**config.mk**
```make
export PLATFORM = sky130hd
export DESIGN_NAME = adder_seq
export DESIGN_NICKNAME = d
export VERILOG_FILES = /design/src/rtl/adder_seq.sv
export SDC_FILE = /design/constraint.sdc
export NUM_CORES = 1
export LEC_CHECK = 0
export CAP_MARGIN = 20
export CORE_ASPECT_RATIO = 1.5
export CORE_MARGIN = 2
export CORE_UTILIZATION = 53
export DETAILED_ROUTE_END_ITERATION = 8
export PLACE_DENSITY = 0.87
export SYNTH_ARGS = -nofsm -noshare
export SYNTH_HDL_FRONTEND = slang
export SYNTH_SLANG_ARGS = --single-unit
```
**constraint.sdc**
```tcl
create_clock -name clk_i -period 3.72 [get_ports clk_i]
set_clock_uncertainty 0.1 [all_clocks]
set_input_delay 0.558 -clock clk_i [delete_from_list [all_inputs] [get_ports clk_i]]
set_output_delay 0.558 -clock clk_i [all_outputs]
set_load 0.01 [all_outputs]
```
**src/rtl/adder_seq.sv**
```systemverilog
// adder_seq: multi-cycle adder. It adds CHUNK bits per clock, least
// significant chunk first, and carries between chunks in a register.
// Operands and carry-in are captured on the accept edge. The result is
// published on the BUSY->DONE edge together with a one-cycle done_o pulse.
// Optional feature: define ADDER_SEQ_OVF_EN to add the signed-overflow
// output ovf_o.
module adder_seq #(
    parameter int WIDTH = 16,
    parameter int CHUNK = 4
) (
    input  logic             clk_i,
    input  logic             rst_i,
    input  logic             start_i,
    input  logic [WIDTH-1:0] r1_i,
    input  logic [WIDTH-1:0] r2_i,
    input  logic             ci_i,
    output logic             ready_o,
    output logic [WIDTH-1:0] result_o,
    output logic             carry_o,
    output logic             done_o
`ifdef ADDER_SEQ_OVF_EN
    ,
    output logic             ovf_o
`endif
);
    localparam int N  = WIDTH / CHUNK;
    localparam int CW = (N > 1) ? $clog2(N) : 1;

    typedef enum logic [1:0] {IDLE, BUSY, DONE} state_t;

    state_t           state_q, state_d;
    logic [WIDTH-1:0] a_q, a_d, b_q, b_d;
    logic [WIDTH-1:0] acc_q, acc_d;
    logic [WIDTH-1:0] result_q, result_d;
    logic [CW-1:0]    cnt_q, cnt_d;
    logic             cy_q, cy_d;
    logic             carry_q, carry_d;
    logic             done_q, done_d;
    logic             ready_q, ready_d;
    logic [CHUNK:0]   csum;
    int               base;
`ifdef ADDER_SEQ_OVF_EN
    logic             ovf_q, ovf_d;
`endif

    // Next-state logic: the accept edge captures operands, each BUSY cycle
    // adds one chunk, and the final chunk publishes the result.
    always_comb begin
        state_d  = state_q;
        a_d      = a_q;
        b_d      = b_q;
        acc_d    = acc_q;
        result_d = result_q;
        cnt_d    = cnt_q;
        cy_d     = cy_q;
        carry_d  = carry_q;
`ifdef ADDER_SEQ_OVF_EN
        ovf_d    = ovf_q;
`endif
        base = 32'(cnt_q) * CHUNK;
        csum = {1'b0, a_q[base +: CHUNK]} + {1'b0, b_q[base +: CHUNK]}
             + (CHUNK+1)'(cy_q);
        case (state_q)
            IDLE: begin
                if (start_i) begin
                    state_d = BUSY;
                    a_d     = r1_i;
                    b_d     = r2_i;
                    cy_d    = ci_i;
                    cnt_d   = '0;
                    acc_d   = '0;
                end
            end
            BUSY: begin
                cy_d                = csum[CHUNK];
                acc_d[base +: CHUNK] = csum[CHUNK-1:0];
                if (cnt_q == CW'(N-1)) begin
                    // Last chunk: the counter stops here and does not wrap.
                    state_d  = DONE;
                    result_d = acc_d;
                    carry_d  = csum[CHUNK];
`ifdef ADDER_SEQ_OVF_EN
                    ovf_d    = (a_q[WIDTH-1] == b_q[WIDTH-1]) &&
                               (acc_d[WIDTH-1] != a_q[WIDTH-1]);
`endif
                end else begin
                    cnt_d = cnt_q + 1'b1;
                end
            end
            DONE:    state_d = IDLE;
            default: state_d = IDLE;
        endcase
        done_d  = (state_d == DONE);
        ready_d = (state_d == IDLE);
    end

    // State and registered outputs. Reset clears everything and aborts any operation in flight.
    always_ff @(posedge clk_i or posedge rst_i) begin
        if (rst_i) begin
            state_q  <= IDLE;
            a_q      <= '0;
            b_q      <= '0;
            acc_q    <= '0;
            result_q <= '0;
            cnt_q    <= '0;
            cy_q     <= 1'b0;
            carry_q  <= 1'b0;
            done_q   <= 1'b0;
            ready_q  <= 1'b1;
`ifdef ADDER_SEQ_OVF_EN
            ovf_q    <= 1'b0;
`endif
        end else begin
            state_q  <= state_d;
            a_q      <= a_d;
            b_q      <= b_d;
            acc_q    <= acc_d;
            result_q <= result_d;
            cnt_q    <= cnt_d;
            cy_q     <= cy_d;
            carry_q  <= carry_d;
            done_q   <= done_d;
            ready_q  <= ready_d;
`ifdef ADDER_SEQ_OVF_EN
            ovf_q    <= ovf_d;
`endif
        end
    end

    assign ready_o  = ready_q;
    assign result_o = result_q;
    assign carry_o  = carry_q;
    assign done_o   = done_q;
`ifdef ADDER_SEQ_OVF_EN
    assign ovf_o    = ovf_q;
`endif

endmodule

```
==> results.tsv <==
metric	value	unit
outcome	finished clean	
distinct cell type count after synthesis	36	
first-pass GRT wire length	11590	um
CP startpoint	cnt_q[0]$_DFFE_PP0P_	
Fmax	0.3231	GHz
Seq/Total Area, Yosys	54.40	%
Setup CP Type	reg2reg	
worst hold path class	reg2reg	
synth warn	0	
CTS Sinks	72	
RSZ-0062 raised after global routing	false	
Final setup viols	0	
CP Max Fanout	9	
largest net degree at the start of global routing	73	
hold depth	1	
R2R setup slack	0.63	ns
layout cells sized above 1	22.68	%
# fillers	442	
initial antenna violation count	0	
root buffer cell	clkbuf_8	
hold_buf cts	0	
accumulated negative setup slack	0	ns
Critical Path AT	3.28	ns
FF-to-FF End	acc_q[14]$_DFFE_PP0P_	
1st-iter DRT viols	135	
Initial Util	54.45	%
Synth Area in Compound Gates	12.61	%
crit start category	flop	
Mapped Nets	299	
num rows	35	
CP Capture Type	flop	
min Tclk post-route	3.095	ns
Max Slew Vio Count	0	
Synth Area in Simple Gates	8.569	%
max-cap violation count	0	
drt via density	5.899	
Routed WL	6813	um
core footprint	6087	um^2
slowest stage delay, CP	0.66	ns
routed length per instance	17.60	um
final core utilization	67.54	%
number of global-route vias before repair	2345	
Longest Clk Path Bufs	2	
Die Span X	68.57	um
register bit count reported by yosys	72	
Top Ports	55	
CTS tree	built	
first-pass iteration count of the detailed router	4	
PD cells	1032	nW/um^2
cells along the critical path	mux4_2 > fa_1 > fa_1 > xor2_1 > and2_1 > a22o_1	
static leakage	1.764	nW
# diodes	0	
Reg area	1803	um^2
Via Count	2283	
Worst Path Required	3.90	ns
total CTS buffers	9	
worst hold slack	0.3937	ns
# port buffers	54	
VDD IR max	0.6672	mV
post-synthesis mux area share	16.65	%
Critical Path Slowest Stage Cell	dfrtp_1	
GPL Wtd Cong	0.8621	
final worst-path cycle share	83.20	%
Post-Synthesis Cells	252	
final hold vios	0	
Cell Area, Synth	3314	um^2
critical path endpoint	acc_q[14]$_DFFE_PP0P_	
GRT Resource Usage Total	23.07	%
Multi-input gate area	1415	um^2
CP top delay family	adder cells	
most used cell, CP	fa_1	
Syn Area/Cell	13.15	um^2
Die Ht	100.9	um
Layout Cells excl Fill	387	
Post-Synth Adder-Cell Area	4.606	%
Layout area overhead	24.05	%
Tightest Pin Transition	0.6598	ns
cell count along the critical path	6	
cells resized by post-CTS repair	0	
GR Overflow Total	0	
XOR/XNOR Fraction of Synth Area	0.2643	%
R2R depth	6	
H-Tree Depth	3	
detailed-route DRC error count	0	
postcts setup bufs	0	
DRT antenna net count	0	
Placed Cells	371	
HPWL after DPL	4874	um
Worst-Skew Late Latency	0.34	ns
reg2reg start	cnt_q[0]$_DFFE_PP0P_	
Slew HR	55.55	%
WP buf/inv	0	
Die ar.	6915	um^2
main combinational cell family by area after synthesis	multiplexers	
clock-pin slew on the worst setup and hold paths	0.07	ns
nets@finish	355	
==> stage by stage <==
step | cell area [um^2] | worst slack [ns] | power, mW
after floorplan | 3314 | 0.8718 | 2.961
after global placement | 3928 | 0.7552 | 3.545
after detailed placement | 3928 | 0.6354 | 3.664
after CTS | 4111 | 0.6028 | 4.258
after global routing | 4111 | 0.4503 | 4.541
final | 4111 | 0.6251 | 4.242
==> cell usage after synthesis <==
cell type	number	share of area (%)
o22a_1	1	0.26
and2_4	1	0.26
a221oi_1	12	3.2
nor2b_2	1	0.26
a21oi_1	7	1.1
nor2_1	29	3.3
nor4_4	1	0.64
inv_2	1	0.11
buf_2	5	0.75
o22ai_1	2	0.38
nor2_2	1	0.19
a32o_1	12	3.6
nor3_2	2	0.60
mux4_2	8	5.4
nor4b_4	1	0.72
dfrtp_1	71	54
mux2_1	2	0.68
or3_4	1	0.34
nand2b_1	2	0.38
xor2_1	1	0.26
a21o_2	2	0.53
clkbuf_1	4	0.45
a22o_1	7	1.8
a21o_1	1	0.23
a32oi_1	4	1.1
dfstp_2	1	0.79
nand2_1	12	1.4
mux2_2	31	11
fa_1	2	1.2
and3_4	1	0.34
inv_1	10	1.1
buf_1	2	0.23
buf_4	1	0.23
ha_1	9	3.4
o21ai_0	3	0.45
and2_1	1	0.19
==> cell families (layout without fill, tap and decap cells) <==
logic type,count (synthesis),count (layout)
adder cells (fa/ha/maj),11,11
multiplexers,41,41
AND/OR/NAND/NOR,53,53
XOR/XNOR,1,1
AO/OA/AOI/OAI,51,51
buffers and inverters,23,84
flip-flops,72,72
==> worst min-delay path by stage <==
| stage | from | end | slack [ns] |
|---|---|---|---|
| floorplan | a_q[15]$_DFFE_PP0P_ | a_q[15]$_DFFE_PP0P_ | 0.35 |
| global placement | acc_q[3]$_DFFE_PP0P_ | acc_q[3]$_DFFE_PP0P_ | 0.37 |
| detailed placement | acc_q[9]$_DFFE_PP0P_ | acc_q[9]$_DFFE_PP0P_ | 0.38 |
| CTS | acc_q[9]$_DFFE_PP0P_ | acc_q[9]$_DFFE_PP0P_ | 0.40 |
| global route | a_q[2]$_DFFE_PP0P_ | a_q[2]$_DFFE_PP0P_ | 0.42 |
| finish | acc_q[9]$_DFFE_PP0P_ | acc_q[9]$_DFFE_PP0P_ | 0.39 |
==> final cells by class <==
type / instances / share of cell area, %
clock buffers: 13 / 4.108
well taps: 74 / 2.252
multi-input cells: 157 / 34.42
repair buffers: 57 / 14.00
clock inverters: 3 / 0.3652
inverters: 11 / 1.004
flip-flops and latches: 72 / 43.85
==> flip-flops by register name (all words and copies together), names as in the netlist <==
| name | count |
|---|---|
| state_q | 2 |
| ready_o | 1 |
| done_o | 1 |
| cy_q | 1 |
| a_q | 16 |
| carry_o | 1 |
| result_o | 16 |
| b_q | 16 |
| acc_q | 16 |
| cnt_q | 2 |
==> layout by cell type, fill, tap and decap left out, types with 2 or more instances in the layout <==
cell type / count
dfrtp_1: 71
clkdlybuf4s50_1: 54
mux2_2: 31
nor2_1: 29
nand2_1: 12
a221oi_1: 12
a32o_1: 12
clkbuf_8: 12
inv_1: 9
ha_1: 9
mux4_2: 8
a22o_1: 7
a21oi_1: 7
a32oi_1: 4
o21ai_0: 3
clkinv_2: 3
nand2b_1: 2
inv_2: 2
nor3_2: 2
a21o_2: 2
o22ai_1: 2
mux2_1: 2
fa_1: 2
buf_4: 2
==> report_power, final <==
group          leakage [nW]  switching [mW]  internal [mW]
Sequential            0.886           0.266           1.17
Combinational         0.778            1.16           1.08
Clock                0.0992           0.273          0.294
Total                  1.76            1.70           2.54
==> routing by layer <==
metal | global-route usage, % | up-vias | wire length (um)
met5 | 0 | - | 0
met4 | 9.692 | 0 | 192
met2 | 38.46 | 71 | 3792
li1 | - | 1043 | -
met1 | 27.65 | 1149 | 2528
met3 | 6.034 | 20 | 300
(Power assumes the default switching activity.)
